### src/rtl/dynamic_segment_decoder_if.sv
// Pin-level bundle between a multiplexed 7-segment display bus and its decoder.
// The display side drives com/data; the decoder returns the captured frame.
interface dynamic_segment_decoder_if;
   logic [3:0]  com;
   logic [7:0]  data;
   logic [15:0] digits;
   logic [3:0]  dp;
   logic [3:0]  blank;
   logic        frame_valid;
   logic        seg_err;
   logic        com_err;

   modport master (
      output com, data,
      input  digits, dp, blank, frame_valid, seg_err, com_err
   );

   modport slave (
      input  com, data,
      output digits, dp, blank, frame_valid, seg_err, com_err
   );
endinterface

### src/rtl/dynamic_segment_decoder.sv
// Snoops a multiplexed 4-digit 7-segment bus, debounces each digit dwell,
// decodes the segment pattern to a hex code and publishes whole frames only.
module dynamic_segment_decoder #(
   parameter int unsigned STABLE_CYC = 2
) (
   input  logic                        clk,
   input  logic                        reset,
   dynamic_segment_decoder_if.slave    bus
);

   localparam logic [7:0] LOAD = 8'(STABLE_CYC - 1);

   logic [11:0] in_q, in_d;
   logic        active_q, active_d;
   logic [7:0]  remain_q, remain_d;
   logic        new_dwell, accept;

   logic [3:0]  seen_q, seen_d;
   logic [15:0] shadow_code_q, shadow_code_d;
   logic [3:0]  shadow_dp_q, shadow_dp_d;
   logic [3:0]  shadow_blank_q, shadow_blank_d;

   logic [15:0] digits_q, digits_d;
   logic [3:0]  dp_q, dp_d;
   logic [3:0]  blank_q, blank_d;
   logic        frame_valid_q, frame_valid_d;
   logic        seg_err_q, seg_err_d;
   logic        com_err_q, com_err_d;

   logic [2:0]  n_low;
   logic [1:0]  slot;
   logic [5:0]  dec;

   // {ok, blank, code}; dp is not part of the segment pattern.
   function automatic logic [5:0] seg_decode(input logic [6:0] seg);
      case (seg)
         7'b1111110: seg_decode = {2'b10, 4'h0};
         7'b0110000: seg_decode = {2'b10, 4'h1};
         7'b1101101: seg_decode = {2'b10, 4'h2};
         7'b1111001: seg_decode = {2'b10, 4'h3};
         7'b0110011: seg_decode = {2'b10, 4'h4};
         7'b1011011: seg_decode = {2'b10, 4'h5};
         7'b1011111: seg_decode = {2'b10, 4'h6};
         7'b1110000: seg_decode = {2'b10, 4'h7};
         7'b1111111: seg_decode = {2'b10, 4'h8};
         7'b1111011: seg_decode = {2'b10, 4'h9};
         7'b1110111: seg_decode = {2'b10, 4'hA};
         7'b0011111: seg_decode = {2'b10, 4'hB};
         7'b1001110: seg_decode = {2'b10, 4'hC};
         7'b0111101: seg_decode = {2'b10, 4'hD};
         7'b1001111: seg_decode = {2'b10, 4'hE};
         7'b1000111: seg_decode = {2'b10, 4'hF};
         7'b0000000: seg_decode = {2'b11, 4'h0};
         default:    seg_decode = {2'b00, 4'h0};
      endcase
   endfunction

   // Dwell tracking: a down-counter loaded on every change of the sample,
   // accepting on terminal count and parking at zero so a long dwell fires once.
   // The sample being registered this edge is what gets judged, so with
   // STABLE_CYC=1 a dwell is accepted on its very first edge.
   always_comb begin
      in_d      = {bus.com, bus.data};
      active_d  = 1'b1;
      new_dwell = !active_q || (in_d != in_q);
      remain_d  = remain_q;
      accept    = 1'b0;
      if (new_dwell) begin
         remain_d = LOAD;
         accept   = (LOAD == 8'd0);
      end else if (remain_q != 8'd0) begin
         remain_d = remain_q - 8'd1;
         accept   = (remain_q == 8'd1);
      end
   end

   // Classify the digit select: count low com bits and remember which one.
   always_comb begin
      n_low = 3'd0;
      slot  = 2'd0;
      for (int i = 0; i < 4; i++) begin
         if (!in_d[8+i]) begin
            n_low = n_low + 3'd1;
            slot  = 2'(i);
         end
      end
      dec = seg_decode(in_d[7:1]);
   end

   // Shadow/frame update for an accepted dwell; only one pulse type can fire.
   always_comb begin
      seen_d         = seen_q;
      shadow_code_d  = shadow_code_q;
      shadow_dp_d    = shadow_dp_q;
      shadow_blank_d = shadow_blank_q;
      digits_d       = digits_q;
      dp_d           = dp_q;
      blank_d        = blank_q;
      frame_valid_d  = 1'b0;
      seg_err_d      = 1'b0;
      com_err_d      = 1'b0;
      if (accept) begin
         if (n_low >= 3'd2) begin
            com_err_d = 1'b1;
         end else if (n_low == 3'd1) begin
            if (!dec[5]) begin
               seg_err_d = 1'b1;
            end else begin
               shadow_code_d[{slot, 2'b00} +: 4] = dec[3:0];
               shadow_dp_d[slot]    = in_d[0];
               shadow_blank_d[slot] = dec[4];
               seen_d[slot]         = 1'b1;
               if (&seen_d) begin
                  digits_d      = shadow_code_d;
                  dp_d          = shadow_dp_d;
                  blank_d       = shadow_blank_d;
                  frame_valid_d = 1'b1;
                  seen_d        = 4'b0000;
               end
            end
         end
      end
   end

   // State and registered outputs.
   always_ff @(posedge clk or negedge reset) begin
      if (!reset) begin
         in_q           <= {4'b1111, 8'h00};
         active_q       <= 1'b0;
         remain_q       <= 8'd0;
         seen_q         <= 4'b0000;
         shadow_code_q  <= 16'h0000;
         shadow_dp_q    <= 4'b0000;
         shadow_blank_q <= 4'b0000;
         digits_q       <= 16'h0000;
         dp_q           <= 4'b0000;
         blank_q        <= 4'b1111;
         frame_valid_q  <= 1'b0;
         seg_err_q      <= 1'b0;
         com_err_q      <= 1'b0;
      end else begin
         in_q           <= in_d;
         active_q       <= active_d;
         remain_q       <= remain_d;
         seen_q         <= seen_d;
         shadow_code_q  <= shadow_code_d;
         shadow_dp_q    <= shadow_dp_d;
         shadow_blank_q <= shadow_blank_d;
         digits_q       <= digits_d;
         dp_q           <= dp_d;
         blank_q        <= blank_d;
         frame_valid_q  <= frame_valid_d;
         seg_err_q      <= seg_err_d;
         com_err_q      <= com_err_d;
      end
   end

   assign bus.digits      = digits_q;
   assign bus.dp          = dp_q;
   assign bus.blank       = blank_q;
   assign bus.frame_valid = frame_valid_q;
   assign bus.seg_err     = seg_err_q;
   assign bus.com_err     = com_err_q;

endmodule
### src/flat_wrapper.sv
// flat-port wrapper written by rule: the top's interface ports become plain ports
module dynamic_segment_decoder_flat 
#(
   parameter int unsigned STABLE_CYC = 2
)
  (clk, reset, bus_com, bus_data, bus_digits, bus_dp, bus_blank, bus_frame_valid, bus_seg_err, bus_com_err);
  dynamic_segment_decoder_if bus_i ();
  input  logic clk;
  input  logic reset;
  input wire logic [$bits(bus_i.com)-1:0] bus_com;
  input wire logic [$bits(bus_i.data)-1:0] bus_data;
  output wire logic [$bits(bus_i.digits)-1:0] bus_digits;
  output wire logic [$bits(bus_i.dp)-1:0] bus_dp;
  output wire logic [$bits(bus_i.blank)-1:0] bus_blank;
  output wire logic [$bits(bus_i.frame_valid)-1:0] bus_frame_valid;
  output wire logic [$bits(bus_i.seg_err)-1:0] bus_seg_err;
  output wire logic [$bits(bus_i.com_err)-1:0] bus_com_err;
  assign bus_i.com = bus_com;
  assign bus_i.data = bus_data;
  assign bus_digits = bus_i.digits;
  assign bus_dp = bus_i.dp;
  assign bus_blank = bus_i.blank;
  assign bus_frame_valid = bus_i.frame_valid;
  assign bus_seg_err = bus_i.seg_err;
  assign bus_com_err = bus_i.com_err;
  dynamic_segment_decoder #(.STABLE_CYC(STABLE_CYC)) u_core (.clk(clk), .reset(reset), .bus(bus_i));
endmodule
### config.mk
export PLATFORM = sky130hd
export DESIGN_NAME = dynamic_segment_decoder_flat
export DESIGN_NICKNAME = d
export VERILOG_FILES = /design/src/rtl/dynamic_segment_decoder_if.sv /design/src/rtl/dynamic_segment_decoder.sv /design/src/flat_wrapper.sv
export SDC_FILE = /design/constraint.sdc
export NUM_CORES = 1
export LEC_CHECK = 0
export CORE_ASPECT_RATIO = 0.7
export CORE_MARGIN = 10
export CORE_UTILIZATION = 40
export CTS_BUF_LIST = sky130_fd_sc_hd__clkbuf_2
export DETAILED_ROUTE_END_ITERATION = 6
export PLACE_DENSITY_LB_ADDON = 0.3
export SLEW_MARGIN = 10
export SYNTH_ARGS = -nofsm -noshare
export SYNTH_HDL_FRONTEND = slang
export SYNTH_SLANG_ARGS = --single-unit
### constraint.sdc
create_clock -name clk -period 5.6 [get_ports clk]
set_clock_uncertainty 0.05 [all_clocks]
set_input_delay 0.84 -clock clk [delete_from_list [all_inputs] [get_ports clk]]
set_output_delay 0.84 -clock clk [all_outputs]
set_load 0.01 [all_outputs]
### Word-level counts from Yosys, hierarchy flattened

Index checks and enable logic that the tools add are counted.

* logic and storage cells: 82
* flip-flop bits (word level): 76
* input bits: 14

* $add $sub $neg: 5
* equality and inequality tests: 19
* reductions and logical operators: 9
* shifts and indexed selects: 2
* muxes and demuxes: 29
* bitwise gates (word level): 2
* magnitude comparators: 3

Operator list (number)
* $pmux W6 S17: 1
* $eq A7 B7 Y1 const B: 12
* $eq A7 B6 Y1 const B: 3
* $bwmux W16: 1
* $mux W1: 16
* $mux W8: 2
* $shift A4 B6 Y16 const A: 1
* $shiftx A4 B6 Y16: 1
* $ne A12 B12 Y1: 1
* $mux W3: 3
* $bwmux W4: 2
* $eq A8 B1 Y1 const B: 1
* $reduce_and A4 Y1: 2
* $reduce_and A8 Y1: 1
* $reduce_bool A8 Y1: 1
* $sub A8 B1 Y8 const B: 1
* $eq A7 B5 Y1 const B: 1
* $logic_not A7 Y1: 1
* $add A3 B1 Y3 const B: 2
* $neg A4 Y6: 1
* $mux W2: 2
* $mux W4: 1
* $or A4 B4 Y4: 1
* $eq A3 B1 Y1 const B: 1
* other kinds (10): 10

### Longest topological paths before layout

Gate-level depths: netlist of run 1.

* depth after elaboration: 14
* gate-level depth with buffers: 13

### Worst setup path before layout of run 1

Ideal clock, no wire load.

* kind: in2reg
* start point: input port bus_com[0]
* end point: register u_core.digits_q[15] (netlist: u_core.bus.digits[15])
* required time: 5.425 ns
* setup slack: 2.381 ns
* stages on the path: 12
* path buffers: 2
* data arrival time: 3.044 ns
* cells stage by stage: inv_1 ha_1 xnor2_1 ha_1 nor2b_1 a31oi_1 o311ai_0 nor3_4 o211a_1 buf_6 buf_8 mux2_4

* word-level cells in the longest chain between the ends: 10
* elaborated cells on any way between the ends: 14
* those cells by class: add/sub (3); order compare (1); eq/ne (2); mux (5); bitwise (1); reduce/logical (2)

Ends and longest elaborated chain
* start: declaration: RTL line flat_wrapper.sv:10 `input wire logic [$bits(bus_i.com)-1:0] bus_com;`
* $mux W1: RTL line dynamic_segment_decoder.sv:82 `if (!in_d[8+i]) begin`
* $add A1 B1 Y2: RTL line dynamic_segment_decoder.sv:83 `n_low = n_low + 3'd1;`
* $mux W3: RTL line dynamic_segment_decoder.sv:82
* $add A3 B1 Y3: RTL line dynamic_segment_decoder.sv:83
* $mux W3: RTL line dynamic_segment_decoder.sv:82
* $add A3 B1 Y3: RTL line dynamic_segment_decoder.sv:83
* $mux W3: RTL line dynamic_segment_decoder.sv:82
* $ge A3 B2 Y1: RTL line dynamic_segment_decoder.sv:103 `if (n_low >= 3'd2) begin`
* $not A1 Y1 (no line)
* $reduce_and A8 Y1 (no line) (*)
* end signal: assignment: RTL line dynamic_segment_decoder.sv:149 `digits_q <= digits_d;`
* end: declaration: RTL line dynamic_segment_decoder.sv:23 `logic [15:0] digits_q, digits_d;`

Mark *: on every way between the ends. The rest lies on a longest branch, timed or not.
A chain may end at the register's enable or synchronous reset.

### Worst setup path in the final report of run 1

* start point: input port bus_com[0]
* end point: register u_core.dp_q[1] (netlist: u_core.bus.dp[1])

* word-level cells in the longest chain between the ends: 10
* elaborated cells on any way between the ends: 14
* those cells by class: add/sub (3); order compare (1); eq/ne (2); mux (5); bitwise (1); reduce/logical (2)

Ends and longest elaborated chain
* $mux W1: RTL line dynamic_segment_decoder.sv:82
* $add A1 B1 Y2: RTL line dynamic_segment_decoder.sv:83
* $mux W3: RTL line dynamic_segment_decoder.sv:82
* $add A3 B1 Y3: RTL line dynamic_segment_decoder.sv:83
* $mux W3: RTL line dynamic_segment_decoder.sv:82
* $add A3 B1 Y3: RTL line dynamic_segment_decoder.sv:83
* $mux W3: RTL line dynamic_segment_decoder.sv:82
* $ge A3 B2 Y1: RTL line dynamic_segment_decoder.sv:103
* $not A1 Y1 (no line)
* $reduce_and A8 Y1 (no line) (*)
* end signal: assignment: RTL line dynamic_segment_decoder.sv:150 `dp_q <= dp_d;`
* end: declaration: RTL line dynamic_segment_decoder.sv:24 `logic [3:0] dp_q, dp_d;`

Marked as above.

==> results by group, run 1 <==
Run status
  – Status: finished clean

Cells and area
  – Nets: 418
  – Final std cells w/o fill: 523
  – Area Overhead vs Synth: 13.1%
  – Antenna cells: 0
  – Layout cells sized above 1: 17.5%

Synth
  – Ys flop type: dfrtp_1
  – Mapped cell area: 4110 µm²
  – Post-synth EDFFs: 0
  – Commonest cells in the netlist: 68 x dfrtp_1, 24 x mux2_2, 19 x inv_1, 17 x nor2_1, 17 x xnor2_1
  – Synth Area per Inst: 11.5 µm²
  – Post-synth ARST share: 100%
  – Top cells by area, synth: dfrtp_1 41%, mux2_2 6.6%, mux2_4 5.5%
  – Synth top area share: 41.4%
  – Yosys cell types: 54
  – #FFs+latches synth: 76
  – Syn_nets: 384
  – Most common cell in the netlist: dfrtp_1
  – Ys Warns: 0
  – Cell taking the most area after synthesis: dfrtp_1
  – Register area share after synthesis: 46.6%
  – Gate Count Post-Synth: 356

Setup path
  – Worst setup EP type: flip-flop
  – WP data required: 6.00 ns
  – CP startpoint kind: primary input
  – WP data arrival: 4.35 ns
  – R2r setup slk: 2.52 ns
  – Crit Path Category: in -> reg
  – Peak fanout along the critical path: 17

Drt
  – Vias: 2833
  – Via density: 5.42
  – DRT Wirelength: 9090 µm
  – DR iter-0 viols: 225
  – Post-DRT Antenna Nets: 0
  – Drt drc: 0
  – Router iterations before antenna repair: 4
  – Drt wl/cell: 17.4 µm

Global routing
  – Met3 Usage GRT: 4.66%
  – First-pass GRT wire length: 15300 µm
  – Met2 GRT Util: 16.7%
  – All-Layer GR Usage: 12.5%
  – Met1 Usage GRT: 18.1%
  – Initial antenna violation count: 0
  – Busiest grt layer: met1
  – Largest net degree at the start of global routing: 77
  – Total grt overflow: 0
  – Vias in the first global route: 2901

Placement
  – Post-detail-place hpwl: 6290 µm
  – Cells after DPL: 507
  – Port Buffers: 40
  – Gp weighted congestion: 0.849

Timing
  – Rel. slew slack: 37.1%
  – Max Fclk: 253 MHz
  – Final setup viols: 0
  – Crit share post-route: 70.6%
  – Worst slew pin tran: 0.943 ns
  – RSZ-0062 raised after global routing: false
  – Tmin final: 3.95 ns
  – Setup TNS: 0 ns
  – Hold WS: 0.342 ns
  – Hold Vio Cnt, Final: 0
  – Final Slew Violations: 0

Die
  – I/O Pins: 41
  – Site Rows: 30
  – Initial Util: 41.6%
  – Die W: 141 µm
  – Core ar.: 9870 µm²
  – Die Y: 105 µm
  – Die ar.: 14800 µm²

Clocking
  – Clk root buf: clkbuf_2
  – CTS-repair resized insts: 0
  – Clk sinks: 76
  – Reg clk slew, reported paths: 0.20 ns
  – CTS tree: yes
  – Hold_buf cts: 0
  – Worst-Skew Late Latency: 0.55 ns
  – Post-CTS Setup Inserts: 0
  – CTS buffer count: 9
  – Clock Path Buffers: 2
  – H-tree depth: 3

Pwr
  – Final Power: 0.948 mW
  – Peak VDD IR: 130 µV
  – P_leak: 2.08 nW
  – P per Cell Area: 204 nW/µm²

Worst hold path
  – Worst min path class: in -> async

Job
  – Max Cap Violations: 0
power breakdown:
group / switching (mW) / internal [mW] / leakage [nW]
sequential: 0.00217 / 0.556 / 0.976
clock: 0.191 / 0.101 / 0.0691
combinational: 0.0625 / 0.0359 / 1.04
total: 0.255 / 0.693 / 2.08
registers in the layout (all words and copies together), names as in the netlist:
signal                  flops
u_core.active_q             1
u_core.bus.seg_err          1
u_core.bus.blank            4
u_core.bus.frame_valid      1
u_core.seen_q               4
u_core.shadow_code_q       16
u_core.remain_q             8
u_core.bus.com_err          1
u_core.in_q                12
u_core.bus.digits          16
u_core.shadow_blank_q       4
u_core.shadow_dp_q          4
u_core.bus.dp               4
path summary, 6_finish.rpt:
path	startpoint	endpoint	cells after the start
max reg2reg	u_core.remain_q[4]	u_core.bus.dp[1]	7
min in group clk	u_core.shadow_code_q[3]	u_core.shadow_code_q[3]	1
max	bus_com[0]	u_core.bus.dp[1]	12
min	reset	u_core.bus.digits[11]	1
max in group asynchronous	reset	u_core.bus.seg_err	1
min reg2reg	u_core.shadow_code_q[3]	u_core.shadow_code_q[3]	1
kinds of logic (layout without fill, tap and decap cells):
logic type | Yosys count | in the layout | share of synthesized area (%)
simple gates | 87 | 87 | 12.3
fa+ha+maj | 14 | 14 | 4.27
flops | 76 | 76 | 46.6
mux | 42 | 42 | 12.8
other cells | 1 | 1 | 0.0913
buf+inv | 38 | 77 | 5.15
xor+xnor | 20 | 20 | 4.27
compound gates | 78 | 78 | 14.5
metal layers:
| layer | vias to the layer above | part of all wire (%) |
|---|---|---|
| met1 | 1396 | 52 |
| met2 | 67 | 41 |
| met3 | 9 | 6.3 |
| met4 | 0 | 1.1 |
| li1 | 1361 | - |
| met5 | - | 0 |
per-stage QoR:
stage | cell area [µm²] | utilization (%) | worst slack, ns
4_1_cts | 4650 | 47.1 | 1.65
3_5_place_dp | 4540 | 46.0 | 1.05
6_report | 4650 | 47.1 | 1.65
5_1_grt | 4650 | 47.1 | 1.42
2_1_floorplan | 4110 | - | 2.38
3_3_place_gp | 4540 | 46.0 | 1.15
worst max-delay path: stages:
cell             delay [ns]
clkdlybuf4s50_1        0.56
inv_1                  0.07
ha_1                   0.37
xnor2_1                0.16
ha_1                   0.29
nor2b_1                0.13
a31oi_1                0.25
o311ai_0               0.27
nor3_4                 0.20
o211a_1                0.48
buf_4                  0.39
mux2_4                 0.33
area by class of cell:
| cell class | instances | area, µm² |
|---|---|---|
| Clock inverter | 6 | 56.3 |
| Fill cell | 909 | 5230 |
| Sequential cell | 76 | 1910 |
| Timing Repair Buffer | 42 | 413 |
| Clock buffer | 10 | 50.0 |
| Inverter | 19 | 71.3 |
| Multi-Input combinational cell | 242 | 1980 |
| Tap cell | 128 | 160 |
layout by cell type (no fill, tap or decap), drive strengths merged, types with 3 or more instances in the layout:
cell,n
a21o,5
a21oi,9
a22o,15
a22oi,4
and2,3
and3,7
and3b,3
and4b,3
buf,3
clkbuf,10
clkdlybuf4s50,39
clkinv,4
dfrtp,68
dfstp,8
ha,14
inv,19
mux2,39
mux2i,3
nand2,8
nand2b,5
nand3,10
nand4,7
nor2,17
nor2b,7
nor3,5
nor4,3
o2111ai,3
o211ai,10
o21ai,4
o2bb2ai,12
or3,3
xnor2,17
xor2,3
(Power assumes the default switching activity.)
==> inputs of run 2 (changes only) <==
==> constraint.sdc (replaced) <==
create_clock -name clk -period 3.92 [get_ports clk]
set_clock_uncertainty 0.05 [all_clocks]
set_input_delay 0.588 -clock clk [delete_from_list [all_inputs] [get_ports clk]]
set_output_delay 0.588 -clock clk [all_outputs]
set_load 0.01 [all_outputs]
==> run 2 against run 1 <==
Against the previous run:
- via count increased by 1.3%
- sequential share of layout area decreased by 1.1 points
- first-iteration DRC count decreased by 21%
- wire length decreased by 2.5%
- worst hold slack got worse by 0.26 ns
- count of clock-buffer cells in the layout decreased by 1
- combinational power increased by 51%
- critical path type unchanged
- largest cell class unchanged
- largest power group unchanged
==> results by group, run 2 (synthesized netlist as in run 1, its figures left out) <==
Setup path
  – Slowest-stage cell, CP: clkdlybuf4s50_1
  – Peak fanout along the critical path: 10
  – Worst path most repeated cell: ha_1
  – WP data required: 4.33 ns
  – Worst setup EP type: flip-flop
  – Buffers plus inverters on the worst setup path: 3
  – WP data arrival: 3.67 ns
  – CP Depth: 12
  – Largest stage delay on the critical path: 0.54 ns
  – Critical R2R Capture: u_core.bus.digits[4]
  – CP startpoint kind: primary input
  – R2r setup slk: 1.17 ns
  – Reg2reg path depth: 7
  – Largest delay share family, worst path: buffers and inverters
  – Crit path cell chain: clkdlybuf4s50_1, inv_1, ha_1, xnor2_1, ha_1, nor2b_1, a31oi_1, o311ai_0, nor3_4, o211a_1, buf_4, mux2_2
  – Setup crit end: u_core.bus.digits[4]
  – Crit. Startpoint: bus_com[1]
  – Critical R2R Launch: u_core.remain_q[4]
  – Crit Path Category: in -> reg

Clocking
  – CTS buffer count: 9
  – Post-CTS Setup Inserts: 0
  – Clk root buf: clkbuf_2
  – CTS-repair resized insts: 0
  – Reg clk slew, reported paths: 0.20 ns
  – Worst-Skew Late Latency: 0.56 ns
  – CTS tree: yes
  – H-tree depth: 3
  – Clk sinks: 76
  – Clock Path Buffers: 2
  – Hold_buf cts: 0

Timing
  – RSZ-0062 raised after global routing: false
  – Worst slew pin tran: 0.961 ns
  – Hold WS: 0.0821 ns
  – Final setup viols: 0
  – Final Slew Violations: 0
  – Hold Vio Cnt, Final: 0
  – Tmin final: 3.25 ns
  – Max Fclk: 307 MHz
  – Crit share post-route: 83.0%
  – Setup TNS: 0 ns
  – Rel. slew slack: 35.9%

Drt
  – Drt drc: 0
  – DRT Wirelength: 8870 µm
  – DR iter-0 viols: 178
  – Via density: 5.33
  – Vias: 2870
  – Router iterations before antenna repair: 5
  – Post-DRT Antenna Nets: 0
  – Drt wl/cell: 16.5 µm

Global routing
  – Total grt overflow: 0
  – All-Layer GR Usage: 12.1%
  – Vias in the first global route: 2780
  – Largest net degree at the start of global routing: 77
  – First-pass GRT wire length: 14500 µm
  – Initial antenna violation count: 0

Pwr
  – Final Power: 1.38 mW
  – Peak VDD IR: 130 µV
  – P_leak: 2.17 nW
  – P per Cell Area: 289 nW/µm²

Die
  – Die W: 141 µm
  – Initial Util: 41.6%
  – Die ar.: 14800 µm²
  – Site Rows: 30
  – Core ar.: 9870 µm²
  – I/O Pins: 41
  – Die Y: 105 µm

Cells and area
  – Area Overhead vs Synth: 16.3%
  – Layout cells sized above 1: 20.5%
  – Nets: 433
  – Multi-input logic area: 1980 µm²
  – Commonest non-fill, non-tap cell in the layout: dfrtp_1
  – Design area: 4780 µm²
  – Most frequent cells in the layout: 68 x dfrtp_1, 39 x clkdlybuf4s50_1, 24 x mux2_2
  – Fillcell total: 918
  – Antenna cells: 0
  – FF/Latch Area: 1910 µm²

Run status
  – Status: finished clean

Placement
  – Post-detail-place hpwl: 6450 µm
  – Port Buffers: 40
  – Placed instance area: 4660 µm²
  – Gp weighted congestion: 0.850

Worst hold path
  – Worst min path class: in -> async

Job
  – Max Cap Violations: 0
## run 2: changes by cell type in the layout (fill, tap and decap cells not counted), sizes merged
cell and change:
buf +15, clkbuf -1, clkinv +1, clkinvlp -1
inv +1
## run 2: worst reg2reg max path, delay by kind of cell (launching register included)
kind                   cells  cell delay (ns)
multiplexers               1             0.36
flip-flops                 1             0.47
AND/OR/NAND/NOR            3             1.10
buffers and inverters      1             0.22
AO/OA/AOI/OAI              2             0.45
## run 2: worst min-delay path by stage
| stage | end | cells past startpoint | startpoint | slack [ns] |
|---|---|---|---|---|
| 2_1_floorplan | u_core.active_q | 0 | reset | 0.24 |
| 3_3_place_gp | u_core.shadow_code_q[15] | 1 | u_core.shadow_code_q[15] | 0.41 |
| 3_5_place_dp | u_core.shadow_code_q[11] | 1 | u_core.shadow_code_q[11] | 0.42 |
| 4_1_cts | u_core.shadow_code_q[9] | 1 | reset | 0.09 |
| 5_1_grt | u_core.seen_q[0] | 1 | reset | 0.1 |
| 6_report | u_core.bus.digits[11] | 1 | reset | 0.08 |
## run 2: cell type report
class	count	share of cell area, %
timing repair buffer	57	11.3
sequential	76	40.0
clock buffer	9	0.943
clock inverter	7	1.39
multi-input combinational	242	41.5
tap	128	3.35
inverter	19	1.49
## run 2: power by group
group / internal, mW / switching, mW / total (mW) / leakage (nW)
sequential: 0.794 / 0.00289 / 0.797 / 0.976
combinational: 0.0596 / 0.0891 / 0.149 / 1.12
clock: 0.145 / 0.288 / 0.433 / 0.0735
total: 0.999 / 0.380 / 1.38 / 2.17
## run 2: through the flow
step	std cells	utilization, %	setup slack [ns]
6_report	538	48.4	0.666
4_1_cts	538	48.4	0.721
3_3_place_gp	522	47.2	0.175
2_1_floorplan	356	-	0.953
3_5_place_dp	522	47.2	0.0904
5_1_grt	538	48.4	0.573
## run 2: layer usage
metal	wire (µm)	track usage, %	up-vias
met2	3750	16.4	69
met3	561	4.75	9
li1	-	-	1393
met1	4460	17.3	1399
met5	0	0	-
met4	94	3.31	0
